===== src/rtl/record_serializer_if.sv =====
// Record/byte stream bundle for record_serializer.
//
// Signals
//   data_in         record; payload byte 0 sits in the top 8 bits (data_in[REC_W-1 -: 8]),
//                   so the first record bit is the MSB of the first payload byte
//   data_in_val     record valid
//   data_in_ready   serializer can accept a record
//   packet_lost     sequence-gap flag travelling with data_in
//   byte_out        serialized byte
//   byte_out_val    byte_out valid
//   byte_out_ready  sink accepts byte
//   byte_out_last   final payload byte of a frame
//
// Modports
//   master  record producer and byte sink (the environment around the serializer)
//   slave   the serializer itself
interface record_serializer_if #(
  parameter int unsigned REC_W = 296
);
  logic [REC_W-1:0] data_in;
  logic             data_in_val;
  logic             data_in_ready;
  logic             packet_lost;
  logic [7:0]       byte_out;
  logic             byte_out_val;
  logic             byte_out_ready;
  logic             byte_out_last;

  modport master (
    output data_in,
    output data_in_val,
    output packet_lost,
    output byte_out_ready,
    input  data_in_ready,
    input  byte_out,
    input  byte_out_val,
    input  byte_out_last
  );

  modport slave (
    input  data_in,
    input  data_in_val,
    input  packet_lost,
    input  byte_out_ready,
    output data_in_ready,
    output byte_out,
    output byte_out_val,
    output byte_out_last
  );
endinterface


===== src/rtl/record_serializer.sv =====
// Record serializer: buffers complete records with their packet-lost flag in a small FIFO and
// emits each one as a frame of one status byte ({7'b0, lost}) followed by REC_W/8 payload bytes
// on a byte-wide valid/ready stream. Also keeps a saturating count of lost packets.
//
// Ports
//   clk         clock
//   reset_b     asynchronous active-low reset
//   bus         record input / byte output handshakes (record_serializer_if.slave)
//   lost_count  accepted records that carried packet_lost=1, saturating at all-ones
//   fifo_level  occupied FIFO entries
//
// Timing: a record pushed into an empty, idle serializer shows its status byte in the very next
// cycle. Frames follow each other without idle cycles while the FIFO holds entries.
module record_serializer #(
  parameter int unsigned DEPTH = 4,    // power of two, >= 2
  parameter int unsigned REC_W = 296,  // multiple of 8
  parameter int unsigned CNT_W = 16,
  localparam int unsigned LVL_W = $clog2(DEPTH) + 1
) (
  input  logic                 clk,
  input  logic                 reset_b,
  record_serializer_if.slave   bus,
  output logic [CNT_W-1:0]     lost_count,
  output logic [LVL_W-1:0]     fifo_level
);

  localparam int unsigned NBYTES = REC_W / 8;
  localparam int unsigned PTR_W  = $clog2(DEPTH);
  localparam int unsigned IDX_W  = (NBYTES > 1) ? $clog2(NBYTES) : 1;
  localparam int unsigned ENT_W  = REC_W + 1;

  typedef enum logic [1:0] {
    StIdle,
    StStatus,
    StData
  } state_e;

  // FIFO storage: entry = {lost, record}
  logic [ENT_W-1:0] mem [DEPTH];

  logic [PTR_W-1:0] wptr_q, rptr_q, rptr_nxt;
  logic [LVL_W-1:0] level_q;
  logic [CNT_W-1:0] count_q;

  state_e           state_q;
  logic [IDX_W-1:0] idx_q, idx_nxt;
  logic [7:0]       byte_q;
  logic             val_q;
  logic             last_q;

  logic             full;
  logic             push;
  logic             pop;
  logic             more;
  logic             next_lost;
  logic [ENT_W-1:0] head;
  logic [REC_W-1:0] head_data;
  logic [REC_W-1:0] head_shift;
  logic [7:0]       byte0;
  logic [7:0]       byte_nxt;

  // Input side. Full refuses the push even if the head frame finishes this same cycle.
  assign full               = (level_q == LVL_W'(DEPTH));
  assign bus.data_in_ready  = ~full;
  assign push               = bus.data_in_val & ~full;

  // Pop only on the final payload handshake of a legal DATA state with something stored.
  assign pop = val_q & last_q & bus.byte_out_ready & (state_q == StData) & (level_q != '0);

  assign rptr_nxt  = rptr_q + PTR_W'(1);
  assign head      = mem[rptr_q];
  assign head_data = head[REC_W-1:0];
  assign idx_nxt   = idx_q + IDX_W'(1);

  // Payload byte i is the i-th byte counted from the top of the record.
  assign byte0      = head_data[REC_W-1 -: 8];
  assign head_shift = head_data << {idx_nxt, 3'b000};
  assign byte_nxt   = head_shift[REC_W-1 -: 8];

  // Another frame follows the current one if a second entry is stored or one is being pushed
  // right now; with a single stored entry the follower's flag is still on the input bus.
  assign more      = (level_q > LVL_W'(1)) | push;
  assign next_lost = (level_q > LVL_W'(1)) ? mem[rptr_nxt][REC_W] : bus.packet_lost;

  assign bus.byte_out      = byte_q;
  assign bus.byte_out_val  = val_q;
  assign bus.byte_out_last = last_q;
  assign lost_count        = count_q;
  assign fifo_level        = level_q;

  // Storage is never reset; level and pointers decide what is meaningful.
  always_ff @(posedge clk) begin
    if (push) begin
      mem[wptr_q] <= {bus.packet_lost, bus.data_in};
    end
  end

  always_ff @(posedge clk or negedge reset_b) begin
    if (!reset_b) begin
      wptr_q  <= '0;
      rptr_q  <= '0;
      level_q <= '0;
      count_q <= '0;
    end else begin
      if (push) begin
        wptr_q <= wptr_q + PTR_W'(1);
      end
      if (pop) begin
        rptr_q <= rptr_nxt;
      end
      unique case ({push, pop})
        2'b10:   level_q <= level_q + LVL_W'(1);
        2'b01:   level_q <= level_q - LVL_W'(1);
        default: level_q <= level_q;
      endcase
      if (push && bus.packet_lost && (count_q != '1)) begin
        count_q <= count_q + CNT_W'(1);
      end
    end
  end

  // Frame sequencer. All stream outputs are registered and only change on a handshake (or when
  // leaving IDLE), so they hold steady through sink stalls.
  always_ff @(posedge clk or negedge reset_b) begin
    if (!reset_b) begin
      state_q <= StIdle;
      idx_q   <= '0;
      byte_q  <= '0;
      val_q   <= 1'b0;
      last_q  <= 1'b0;
    end else begin
      case (state_q)
        StIdle: begin
          if ((level_q != '0) || push) begin
            // A push into an empty FIFO is forwarded straight to the status byte.
            state_q <= StStatus;
            byte_q  <= {7'b0, (level_q != '0) ? head[REC_W] : bus.packet_lost};
            val_q   <= 1'b1;
            last_q  <= 1'b0;
            idx_q   <= '0;
          end
        end
        StStatus: begin
          if (bus.byte_out_ready) begin
            state_q <= StData;
            idx_q   <= '0;
            byte_q  <= byte0;
            last_q  <= (NBYTES == 1);
          end
        end
        StData: begin
          if (bus.byte_out_ready) begin
            if (last_q) begin
              idx_q  <= '0;
              last_q <= 1'b0;
              if (more) begin
                state_q <= StStatus;
                byte_q  <= {7'b0, next_lost};
              end else begin
                state_q <= StIdle;
                byte_q  <= '0;
                val_q   <= 1'b0;
              end
            end else begin
              idx_q  <= idx_nxt;
              byte_q <= byte_nxt;
              last_q <= (idx_nxt == IDX_W'(NBYTES - 1));
            end
          end
        end
        default: begin
          // Unreachable encoding: drop the stream, leave the FIFO alone.
          state_q <= StIdle;
          idx_q   <= '0;
          byte_q  <= '0;
          val_q   <= 1'b0;
          last_q  <= 1'b0;
        end
      endcase
    end
  end

endmodule


===== src/flat_wrapper.sv =====
// flat-port wrapper written by rule: the top's interface ports become plain ports
module record_serializer_flat 
#(
  parameter int unsigned DEPTH = 4,                         
  parameter int unsigned REC_W = 296,                  
  parameter int unsigned CNT_W = 16,
  localparam int unsigned LVL_W = $clog2(DEPTH) + 1
)
  (clk, reset_b, lost_count, fifo_level, bus_data_in, bus_data_in_val, bus_packet_lost, bus_byte_out_ready, bus_data_in_ready, bus_byte_out, bus_byte_out_val, bus_byte_out_last);
  record_serializer_if #(.REC_W(REC_W)) bus_i ();
  input  logic clk;
  input  logic reset_b;
  output logic [CNT_W-1:0] lost_count;
  output logic [LVL_W-1:0] fifo_level;
  input wire logic [$bits(bus_i.data_in)-1:0] bus_data_in;
  input wire logic [$bits(bus_i.data_in_val)-1:0] bus_data_in_val;
  input wire logic [$bits(bus_i.packet_lost)-1:0] bus_packet_lost;
  input wire logic [$bits(bus_i.byte_out_ready)-1:0] bus_byte_out_ready;
  output wire logic [$bits(bus_i.data_in_ready)-1:0] bus_data_in_ready;
  output wire logic [$bits(bus_i.byte_out)-1:0] bus_byte_out;
  output wire logic [$bits(bus_i.byte_out_val)-1:0] bus_byte_out_val;
  output wire logic [$bits(bus_i.byte_out_last)-1:0] bus_byte_out_last;
  assign bus_i.data_in = bus_data_in;
  assign bus_i.data_in_val = bus_data_in_val;
  assign bus_i.packet_lost = bus_packet_lost;
  assign bus_i.byte_out_ready = bus_byte_out_ready;
  assign bus_data_in_ready = bus_i.data_in_ready;
  assign bus_byte_out = bus_i.byte_out;
  assign bus_byte_out_val = bus_i.byte_out_val;
  assign bus_byte_out_last = bus_i.byte_out_last;
  record_serializer #(.DEPTH(DEPTH), .REC_W(REC_W), .CNT_W(CNT_W)) u_core (.clk(clk), .reset_b(reset_b), .bus(bus_i), .lost_count(lost_count), .fifo_level(fifo_level));
endmodule

===== config.mk =====
export PLATFORM = sky130hd
export DESIGN_NAME = record_serializer_flat
export DESIGN_NICKNAME = d
export VERILOG_FILES = /design/src/rtl/record_serializer_if.sv /design/src/rtl/record_serializer.sv /design/src/flat_wrapper.sv
export SDC_FILE = /design/constraint.sdc
export NUM_CORES = 1
export LEC_CHECK = 0
export CAP_MARGIN = 30
export CORE_ASPECT_RATIO = 1.4
export CORE_MARGIN = 4
export CORE_UTILIZATION = 35
export DETAILED_ROUTE_END_ITERATION = 7
export PLACE_DENSITY_LB_ADDON = 0.05
export SLEW_MARGIN = 20
export SYNTH_ARGS = -nofsm -noshare
export SYNTH_HDL_FRONTEND = slang
export SYNTH_SLANG_ARGS = --single-unit

===== constraint.sdc =====
create_clock -name clk -period 12.4 [get_ports clk]
set_input_delay 1.86 -clock clk [delete_from_list [all_inputs] [get_ports clk]]
set_output_delay 1.86 -clock clk [all_outputs]
set_load 0.005 [all_outputs]

==> After elaboration in Yosys (flattened, before gate mapping) <==
Memories as Yosys holds them, arrays and structs flattened.
Cells that the tools add are included.
{ "word_totals": {"input_bits": 301, "ramBits": 1188, "rom_bits": 0, "output_inout_bits": 30, "mem_count": 1, "word_cells": 79, "latch_bits": 0, "regBits": 41} }
{ "mem_list": {"columns": ["name", "words", "word_bits", "read_ports", "rd_ports_with_merged_regs", "write_ports", "line", "text"], "rows": [
  ["u_core.mem", 4, 297, 2, 0, 1, "record_serializer.sv:39", "logic [ENT_W-1:0] mem [DEPTH];"]
]} }
{ "classes": {"reduce_logical": 9, "shift": 1, "n_eq_ne": 12, "mul": 0, "n_lt_le_gt_ge": 1, "add_sub_neg": 6, "div_mod_pow": 0, "bitwise_logic": 8, "muxes": 32} }
{ "op_table": {"columns": ["op", "count"], "rows": [
  ["left shift 296 x 9 -> 296 bit", 1],
  ["2-to-1 mux 8 bit", 4],
  ["2-to-1 mux 6 bit", 4],
  ["one-hot mux 8 bit (3 select lines)", 1],
  ["one-hot mux 6 bit (3 select lines)", 1],
  ["adder 16 x 1 -> 16 bit, second input constant", 1],
  ["inequality test 16 bit, second input constant", 1],
  ["2-to-1 mux 1 bit", 14],
  ["2-to-1 mux 2 bit", 4],
  ["adder 6 x 1 -> 6 bit, second input constant", 1],
  ["== test 6 bit, second input constant", 1],
  ["inequality test 2 bit, second input constant", 3],
  ["one-hot mux 1 bit (3 select lines)", 2],
  ["one-hot mux 2 bit (3 select lines)", 1],
  ["one-hot mux 3 bit (2 select lines)", 1],
  ["bitwise AND 1 bit", 5],
  ["AND reduction 5 bit", 1],
  ["adder 2 x 1 -> 2 bit, second input constant", 2],
  ["== test 2 x 1 -> 1 bit, second input constant", 2],
  ["== test 2 bit, second input constant", 2],
  ["inequality test 2 x 1 -> 1 bit, second input constant", 2],
  ["AND reduction 4 bit", 1],
  ["adder 3 x 1 -> 3 bit, second input constant", 1],
  ["== test 3 bit, second input constant", 1],
  ["other kinds (10)", 12]
]} }

==> Depth between registers and ports, before layout <==
Gate-level depths: netlist of run 1.
{ "depth": {"depth_word": 8, "ltp_mapped": 10, "depth_no_buf": 9} }

==> Worst setup path after synthesis of run 1 <==
Ideal clock, no wire load.
{ "synth_path": {"path_type": "input-to-reg", "start": "in bus_data_in_val", "end": "mem u_core.mem[3][0] (netlist bit) (enable)", "path_stages": 1, "arrival_time_ns": 8.665, "required_time_ns": 11.702, "n_path_buf": 0, "setup_slack_ns": 3.037, "path_cell_list": "and3_1"} }
{ "synth_via": {"elab_chain_cells": 3} }
{ "synth_lines": {"columns": ["element", "line", "text"], "rows": [
  ["start: declaration", "flat_wrapper.sv:16", "input wire logic [$bits(bus_i.data_in_val)-1:0] bus_data_in_val;"],
  ["bitwise AND 1 bit", "record_serializer.sv:65", "assign push = bus.data_in_val & ~full;"],
  ["2-to-1 mux 1 bit", "record_serializer.sv:93", "if (push) begin"],
  ["2-to-1 mux 1 bit (not written as such)", "record_serializer.sv:94", "mem[wptr_q] <= {bus.packet_lost, bus.data_in};"],
  ["end: declaration", "record_serializer.sv:39", null]
]} }
No other way between the ends.

==> Worst setup path after layout of run 1 <==
{ "layout_path": {"start": "in bus_data_in_val", "end": "mem u_core.mem[2][105] (netlist bit) (enable)"} }
Same word-level chain as after synthesis.

==> results.json, run 1 <==
{
  "synth_seq_cells": 1229,
  "wire_per_inst_um": 28.62,
  "first_pass_iters": 5,
  "finClkSkew_ps": 20.72,
  "dp_hpwl_um": 79790,
  "yosysWarningCount": 0,
  "path_max_fanout": 124,
  "htree_levels": 4,
  "crit_family": "buffers and inverters",
  "placed_cells": 4178,
  "power.total_mw": 11.37,
  "critPathKind": "input pin to flip-flop",
  "hold_violations": 0,
  "crit_path_max_incr_delay_ps": 880,
  "gr-total-overflow": 0,
  "synth.distinct_cells": 64,
  "grt_antenna_before_repair": 38,
  "slew_violations": 0,
  "start_util_pct": 35.32,
  "max_freq_mhz": 207.3,
  "syn_inst": 2149,
  "clkLatencyLatePin_ps": 750,
  "rows": 159,
  "final_common_cell": "edfxtp_1",
  "rsz0062_at_grt": "no",
  "crit_slowest_cell": "buf_4",
  "hold_buffers": 0,
  "max_cap_violations": 0,
  "leakagePower_nw": 17.83,
  "min_path_type": "flip-flop to flip-flop",
  "ys_seq_area_share_pct": 77.14,
  "setup_viol": 0,
  "dieArea_um2": 142000,
  "post-place-ws_ps": 6673,
  "cts_setup_buffers": 0,
  "first_iter_violations": 1758,
  "first_global_vias": 25170,
  "cts_buffers": 132,
  "cp_data_required_time_ps": 12760,
  "die_w_um": 319.6,
  "outcome": "complete, no violations",
  "drtAntennaViolNets": 0,
  "ir_drop_mv": 0.1296,
  "cp-end-kind": "flip-flop",
  "gp_congestion": 0.8026,
  "grt_max_degree": 125,
  "vias_per_cell": 5.165,
  "path_buf_inv": 3,
  "clkPwrFrac_pct": 33.2,
  "relSlewSlack_pct": 33.41,
  "cts-root-buf": "clkbuf_16",
  "path_cells": "clkdlybuf4s50_1, and3_4, buf_12, buf_4",
  "layout_setup_ws_ps": 7576,
  "comb_power_share_pct": 17.3,
  "power.density_nw_per_um2": 198.8,
  "die_h_um": 444.2,
  "clkSlewWorstSetupHoldPaths_ps": 60,
  "port_buffers": 330,
  "synth_flop_cell": "edfxtp_1",
  "syn_area_per_cell_um2": 22.14,
  "layout_common_cells": "edfxtp_1, clkdlybuf4s50_1, mux4_2",
  "switchingPower_mw": 3.092,
  "period_share_pct": 38.90,
  "grt_use_total_pct": 17.80,
  "syn_nets": 2462,
  "synth_edf_count": 1188,
  "p_int_mw": 8.281,
  "num_vias": 22900,
  "layout-drive-gt1-share_pct": 22.04,
  "async_reset_ff_share_pct": 3.336,
  "drt_wl_total_um": 126900,
  "clock_path_buffers": 3,
  "clock_sinks": 1229,
  "cts_tree": "built",
  "syn_area_um2": 47570,
  "area_growth_syn_to_layout_pct": 20.29,
  "ctsResizeCount": 0,
  "post-route-drc-count": 0,
  "cp_data_arrival_time_ps": 5190,
  "setup_tns_ps": 0,
  "layout_min_cycle_time_ps": 4824,
  "seqPwrFrac_pct": 49.5,
  "startpoint_type": "input pin",
  "sw_frac_of_total_pct": 27.19,
  "ios": 331,
  "grt_pass1_wl_um": 181800,
  "coreArea_um2": 134700,
  "layout.nets": 2856,
  "tightest_slew_ps": 998.9,
  "final_cells": 4433
}
==> final cells by class <==
cell class,count,area [um^2]
multi-input cells,793,10310
clock inverters,65,530.5
inverters,11,42.54
flip-flops and latches,1229,36710
diodes,12,30.03
fillers,11690,77460
clock buffers,176,3606
repair buffers,376,3779
well taps,1771,2216
==> through the flow <==
| stage | instance area [um^2] | utilization [%] | hold WS, ps |
|---|---|---|---|
| 2_1_floorplan | 47570 | - | 481.7 |
| 3_5_place_dp | 53030 | 39.37 | 504.3 |
| 5_1_grt | 57200 | 42.47 | 535.0 |
| 4_1_cts | 57160 | 42.44 | 519.2 |
| 3_3_place_gp | 52930 | 39.30 | 483.5 |
| 6_report | 57220 | 42.49 | 511.2 |
==> Yosys cell counts, drive strengths merged (12+ instances only) <==
library cell,count,area share [%]
a21oi,14,0.15
a22oi,77,1.2
a32oi,15,0.28
and3,13,0.17
buf,70,0.86
clkbuf,46,0.37
dfrtp,41,2.2
edfxtp,1188,75
ha,12,0.32
mux2,23,0.54
mux4,313,15
nand2,101,0.80
nand3,28,0.29
nor2,28,0.22
o21ai,13,0.14
xnor2,16,0.29
==> worst paths after layout <==
kind                                                  startpoint                                  to  slack, ps  cells after the start
worst max-delay path                             bus_data_in_val        u_core.mem[2][105]$_DFFE_PP_       7580                      4
max in group asynchronous                                reset_b         u_core.idx_q[0]$_DFFE_PN0P_      10840                      2
worst min register to register  u_core.lost_count[9]$_DFFE_PN0P_    u_core.lost_count[9]$_DFFE_PN0P_        510                      1
min in group asynchronous                                reset_b   u_core.lost_count[11]$_DFFE_PN0P_       1040                      1
worst max register to register      u_core.rptr_q[1]$_DFFE_PN0P_  u_core.bus.byte_out[6]$_DFFE_PN0P_       8060                      9
worst min-delay path            u_core.lost_count[9]$_DFFE_PN0P_    u_core.lost_count[9]$_DFFE_PN0P_        510                      1
==> power by group through the flow <==
stage / registers [mW] / clock network (mW) / logic (mW)
after floorplan: 5.92 / 0 / 1.03
after global placement: 5.68 / 0 / 2.05
after detailed placement: 5.73 / 0 / 2.07
after CTS: 5.64 / 3.91 / 2.08
after global routing: 5.69 / 4.09 / 2.12
final: 5.63 / 3.77 / 1.97
==> state kept, by name, summed over array words and instances, names as in the netlist <==
name and cells:
u_core.bus.byte_out 8, u_core.rptr_q 2, u_core.mem 1188, u_core.bus.byte_out_last 1, u_core.bus.byte_out_val 1, u_core.state_q 2
u_core.wptr_q 2, u_core.idx_q 6, u_core.fifo_level 3, u_core.lost_count 16
==> layer usage <==
metal  track usage (%)  wire (um)
met1             21.77      50360
met2             31.11      66260
met3             4.309       6901
met4             5.685       3285
met5                 0         75
==> cells by family (layout without fill, tap and decap cells) <==
group | Yosys count | after routing | synth area share, %
multiplexers | 344 | 344 | 15.53
AND/OR/NAND/NOR | 228 | 228 | 2.309
other | 0 | 12 | 0
XOR/XNOR | 23 | 23 | 0.4234
AO/OA/AOI/OAI | 186 | 186 | 2.964
flip-flops | 1229 | 1229 | 77.14
buffers and inverters | 127 | 628 | 1.312
adder cells (fa/ha/maj) | 12 | 12 | 0.3156
Power figures use the tool's default switching activity.
==> run 2: changes to the inputs <==
==> constraint.sdc (replaced) <==
create_clock -name clk -period 4.4 [get_ports clk]
set_input_delay 0.66 -clock clk [delete_from_list [all_inputs] [get_ports clk]]
set_output_delay 0.66 -clock clk [all_outputs]
set_load 0.005 [all_outputs]
==> run 2 against run 1 <==
Cell count increased by 1.0%. Core utilization increased by 0.31 points. Combinational power increased to 3.0 times the previous value. Non-clock buffer count increased by 46. Register-to-register slack got worse by 7000 ps. Global-route usage increased by 0.52 points. Flip-flop and latch count unchanged. Count of clock-buffer cells in the layout decreased by 18. Total power increased to 2.8 times the previous value. Clock power increased to 2.7 times the previous value. Worst hold slack got worse by 1.0 ps. Critical path depth increased by 4. Largest power group unchanged.
==> results.json, run 2 (synthesized netlist as in run 1, its figures left out) <==
{
  "tightest_slew_ps": 903.1,
  "grt_max_degree": 66,
  "layout.nets": 2891,
  "relSlewSlack_pct": 39.36,
  "period_share_pct": 75.91,
  "largest_reg_flops": 1188,
  "path_max_fanout": 42,
  "area_growth_syn_to_layout_pct": 21.18,
  "stdcell_area_um2": 57650,
  "die_h_um": 444.2,
  "hold_violations": 0,
  "num_vias": 23240,
  "cts_buffers": 121,
  "port_buffers": 330,
  "layout-drive-gt1-share_pct": 22.92,
  "cp-end-kind": "flip-flop",
  "grt_pass1_wl_um": 187100,
  "first_iter_violations": 1632,
  "vias_per_cell": 5.188,
  "grt_use_total_pct": 18.33,
  "cts_tree": "built",
  "placed_area_um2": 53700,
  "regMostFlops": "u_core.mem",
  "clkLatencyLatePin_ps": 730,
  "final_common_cell": "edfxtp_1",
  "layout_common_cells": "edfxtp_1, clkdlybuf4s50_1, mux4_2",
  "leakagePower_nw": 18.02,
  "setup_viol": 0,
  "layout_min_cycle_time_ps": 3340,
  "first_global_vias": 25240,
  "ir_drop_mv": 0.3353,
  "finClkSkew_ps": 31.47,
  "coreArea_um2": 134700,
  "dieArea_um2": 142000,
  "clkSlewWorstSetupHoldPaths_ps": 70,
  "rows": 159,
  "cp_data_arrival_time_ps": 3960,
  "dp_hpwl_um": 86790,
  "start_util_pct": 35.32,
  "fill_cells": 11620,
  "drt_wl_total_um": 130800,
  "htree_levels": 3,
  "slew_violations": 0,
  "wire_per_inst_um": 29.20,
  "clock_sinks": 1229,
  "grt_antenna_before_repair": 49,
  "holdWs_ps": 510.1,
  "power.density_nw_per_um2": 553.9,
  "drtAntennaViolNets": 0,
  "gp_congestion": 0.8078,
  "max_freq_mhz": 299.4,
  "startpoint_type": "flip-flop",
  "outcome": "complete, no violations",
  "ios": 331,
  "first_pass_iters": 5,
  "cts-root-buf": "clkbuf_16",
  "rsz0062_at_grt": "no",
  "gr-total-overflow": 0,
  "min_path_type": "flip-flop to flip-flop",
  "max_cap_violations": 0,
  "clock_path_buffers": 3,
  "critPathKind": "flip-flop to flip-flop",
  "setup_tns_ps": 0,
  "die_w_um": 319.6,
  "rrSetupSlack_ps": 1060,
  "cts_setup_buffers": 0,
  "post-route-drc-count": 0,
  "cp_data_required_time_ps": 5020
}
## run 2: cell types whose count changed in the layout (fill, tap and decap cells not counted), moves of 3 or more
cell | before | now
clkinv_8 | 5 | 0
clkbuf_1 | 37 | 32
bufinv_16 | 6 | 12
buf_12 | 8 | 37
diode_2 | 12 | 29
clkinv_2 | 21 | 24
buf_4 | 34 | 54
clkbuf_16 | 138 | 123
## run 2: final timing paths
check / start / cells past startpoint / endpoint
min in group asynchronous: reset_b / 3 / u_core.lost_count[11]$_DFFE_PN0P_
worst min-delay path: u_core.lost_count[15]$_DFFE_PN0P_ / 1 / u_core.lost_count[15]$_DFFE_PN0P_
worst max-delay path: u_core.rptr_q[1]$_DFFE_PN0P_ / 8 / u_core.bus.byte_out[4]$_DFFE_PN0P_
worst max register to register: u_core.rptr_q[1]$_DFFE_PN0P_ / 8 / u_core.bus.byte_out[4]$_DFFE_PN0P_
max in group asynchronous: reset_b / 3 / u_core.rptr_q[0]$_DFFE_PN0P_
worst min register to register: u_core.lost_count[15]$_DFFE_PN0P_ / 1 / u_core.lost_count[15]$_DFFE_PN0P_
## run 2: layout make-up
class | instances | area [um^2] | area share [%]
sequential | 1229 | 36710 | 63.68
multi-input combinational | 793 | 10300 | 17.88
timing repair buffer | 422 | 4454 | 7.727
clock buffer | 158 | 3239 | 5.619
tap | 1771 | 2216 | 3.844
clock inverter | 66 | 610.6 | 1.059
antenna | 29 | 72.57 | 0.1259
inverter | 11 | 42.54 | 0.07379
## run 2: what timing repair did
action / 4_1_cts / 5_1_grt
endpoints found under the hold margin: 26 / 0
hold buffers: 1 / 0
gates resized for setup: 0 / 0
## run 2: metal layers
| layer | wire, um | track usage (%) | vias up |
|---|---|---|---|
| li1 | - | - | 10020 |
| met4 | 3776 | 6.556 | 20 |
| met2 | 68080 | 31.87 | 633 |
| met3 | 8341 | 4.792 | 189 |
| met5 | 120 | 0 | - |
| met1 | 50450 | 21.99 | 12380 |
## run 2: report_power, final
group,internal [mW],switching [mW]
sequential,15.3,0.527
clock,5.84,4.29
combinational,2.10,3.85
total,23.3,8.66
## run 2: worst max-delay path: stages (launching register included)
cell and delay (ps):
dfrtp_4 700, buf_12 290, buf_12 290, mux4_2 380, a22oi_1 480, nand2_1 210, a32oi_1 370, nand4b_1 170
o221a_1 250
## run 2: stage by stage
stage | setup slack (ps) | std cells | power (mW) | utilization [%]
floorplan | -523.2 | 2149 | 19.16 | -
detailed placement | 842.2 | 4224 | 22.33 | 39.87
CTS | 861.5 | 4449 | 32.59 | 42.73
global route | 958.7 | 4459 | 33.37 | 42.77
global placement | 830.8 | 4224 | 22.19 | 39.87
finish | 1060 | 4479 | 31.93 | 42.80
==> run 3: changes to the inputs <==
==> constraint.sdc (replaced) <==
create_clock -name clk -period 3 [get_ports clk]
set_input_delay 0.45 -clock clk [delete_from_list [all_inputs] [get_ports clk]]
set_output_delay 0.45 -clock clk [all_outputs]
set_load 0.005 [all_outputs]
==> run 3 against run 2 <==
Cell count is 1.8% higher. Die area did not move. Clock power increased by 53%. Total power grew 50%. Maximum frequency increased by 15%. Flip-flop and latch count unchanged. Sequential power grew 46%. Wire length rose by 0.18%. Global-route usage rose by 0.11 points. Core utilization rose by 0.77 points. Setup slack worse by 960 ps. Register-to-register slack got worse by 960 ps. Critical path type unchanged. Largest cell class unchanged.
==> results.json, run 3 (synthesized netlist as in run 1, its figures left out) <==
{
  "first_global_vias": 25750,
  "crit_slowest_cell": "mux4_2",
  "final_common_cell": "edfxtp_1",
  "crit_path_max_incr_delay_ps": 560,
  "vias_per_cell": 5.192,
  "die_h_um": 444.2,
  "grt_pass1_wl_um": 187700,
  "rows": 159,
  "path_max_fanout": 19,
  "cp_data_required_time_ps": 3650,
  "comb_power_share_pct": 19.2,
  "relSlewSlack_pct": 48.24,
  "dieArea_um2": 142000,
  "cts_setup_buffers": 0,
  "sw_frac_of_total_pct": 27.26,
  "max_freq_mhz": 344.8,
  "dp_hpwl_um": 89320,
  "ios": 331,
  "cp-end-kind": "flip-flop",
  "seqPwrFrac_pct": 48.5,
  "wire_per_inst_um": 28.74,
  "clkPwrFrac_pct": 32.3,
  "drtAntennaViolNets": 0,
  "gr-total-overflow": 0,
  "first_pass_iters": 5,
  "grt_use_total_pct": 18.44,
  "max_cap_violations": 0,
  "tightest_slew_ps": 773.5,
  "hold_violations": 0,
  "period_share_pct": 96.67,
  "num_vias": 23660,
  "critPathKind": "flip-flop to flip-flop",
  "cts-root-buf": "clkbuf_16",
  "outcome": "complete, no violations",
  "power.density_nw_per_um2": 816.8,
  "die_w_um": 319.6,
  "clkLatencyLatePin_ps": 760,
  "first_iter_violations": 1748,
  "placed_cells": 4301,
  "drt_wl_total_um": 131000,
  "grt_max_degree": 74,
  "clock_sinks": 1229,
  "holdWs_ps": 223.2,
  "path_buf_inv": 2,
  "placed_area_um2": 54490,
  "cts_buffers": 131,
  "final_core_util_pct": 43.57,
  "coreArea_um2": 134700,
  "layout_min_cycle_time_ps": 2900,
  "crit_family": "multiplexers",
  "layout_setup_ws_ps": 100.0,
  "ir_drop_mv": 0.4825,
  "slew_violations": 0,
  "p_int_mw": 34.87,
  "final_cells": 4558,
  "cts_tree": "built",
  "layout-drive-gt1-share_pct": 25.49,
  "min_path_type": "input pin to async pin",
  "finClkSkew_ps": 25.37,
  "path_cells": "buf_16, buf_4, mux4_2, mux4_2, a22oi_1, nand2_1, o221a_1",
  "setup_viol": 0,
  "cp_data_arrival_time_ps": 3550,
  "stdcell_area_um2": 58690,
  "gp_congestion": 0.8088,
  "htree_levels": 4,
  "clkSlewWorstSetupHoldPaths_ps": 70,
  "cp_common_cell": "mux4_2",
  "layout.nets": 2978,
  "post-place-ws_ps": 57.24,
  "largest_reg_flops": 1188,
  "area_growth_syn_to_layout_pct": 23.36,
  "port_buffers": 330,
  "layout_common_cells": "edfxtp_1, clkdlybuf4s50_1, mux4_2",
  "leakagePower_nw": 18.59,
  "startpoint_type": "flip-flop",
  "clock_path_buffers": 3,
  "regMostFlops": "u_core.mem",
  "rsz0062_at_grt": "no",
  "switchingPower_mw": 13.07,
  "setup_tns_ps": 0,
  "grt_antenna_before_repair": 46,
  "post-route-drc-count": 0,
  "start_util_pct": 35.32,
  "power.total_mw": 47.94
}
run 3: cell count changes in the layout (fill, tap and decap cells not counted), sizes merged:
cell      delta
buf         +76
clkbuf      +15
diode       -12
bufinv       -5
inv          +4
clkinv       +2
clkinvlp     -1
run 3: final cells by class:
type	instances	area, um^2
inverters	11	42.54
fillers	11630	76000
well taps	1771	2216
repair buffers	499	5265
flip-flops and latches	1229	36710
multi-input cells	793	10320
clock buffers	172	3547
clock inverters	66	548.0
diodes	17	42.54
run 3: path summary, 6_finish.rpt:
path,startpoint,end,slack (ps),cells past startpoint
min in group clk,bus_data_in[150],u_core.mem[0][150]$_DFFE_PP_,320,1
setup / recovery,u_core.rptr_q[0]$_DFFE_PN0P_,u_core.bus.byte_out[6]$_DFFE_PN0P_,100,7
setup reg to reg,u_core.rptr_q[0]$_DFFE_PN0P_,u_core.bus.byte_out[6]$_DFFE_PN0P_,100,7
hold reg to reg,u_core.lost_count[9]$_DFFE_PN0P_,u_core.lost_count[9]$_DFFE_PN0P_,500,1
max in group asynchronous,reset_b,u_core.bus.byte_out[4]$_DFFE_PN0P_,2140,3
hold / removal,reset_b,u_core.lost_count[7]$_DFFE_PN0P_,220,2
run 3: power by group through the flow:
| stage | Clock [mW] | Sequential, mW | Combinational, mW |
|---|---|---|---|
| 2_1_floorplan | 0 | 23.6 | 4.28 |
| 3_3_place_gp | 0 | 23.5 | 9.57 |
| 3_5_place_dp | 0 | 23.6 | 9.57 |
| 4_1_cts | 16.0 | 23.3 | 9.61 |
| 5_1_grt | 16.8 | 23.5 | 9.85 |
| 6_report | 15.5 | 23.2 | 9.19 |
run 3: what timing repair did:
action / 4_1_cts / 5_1_grt
setup endpoints to repair: 0 / 3
endpoints found under the hold margin: 18 / 0
hold buffers: 1 / 0
resized for setup: 0 / 4
run 3: layer usage:
| metal | wire [um] | share of wire (%) | vias up | GRT usage, % |
|---|---|---|---|---|
| met2 | 68440 | 52 | 663 | 32.29 |
| met4 | 3391 | 2.6 | 30 | 5.364 |
| met5 | 166 | 0.13 | - | 0 |
| li1 | - | - | 10210 | - |
| met3 | 7845 | 6.0 | 204 | 4.855 |
| met1 | 51160 | 39 | 12560 | 22.44 |
run 3: worst register-to-register path: cells and delay by family (launching register included):
family	cells	cell delay (ps)
simple gates	1	170
mux	2	1100
buf+inv	2	590
flops	1	480
compound gates	2	460
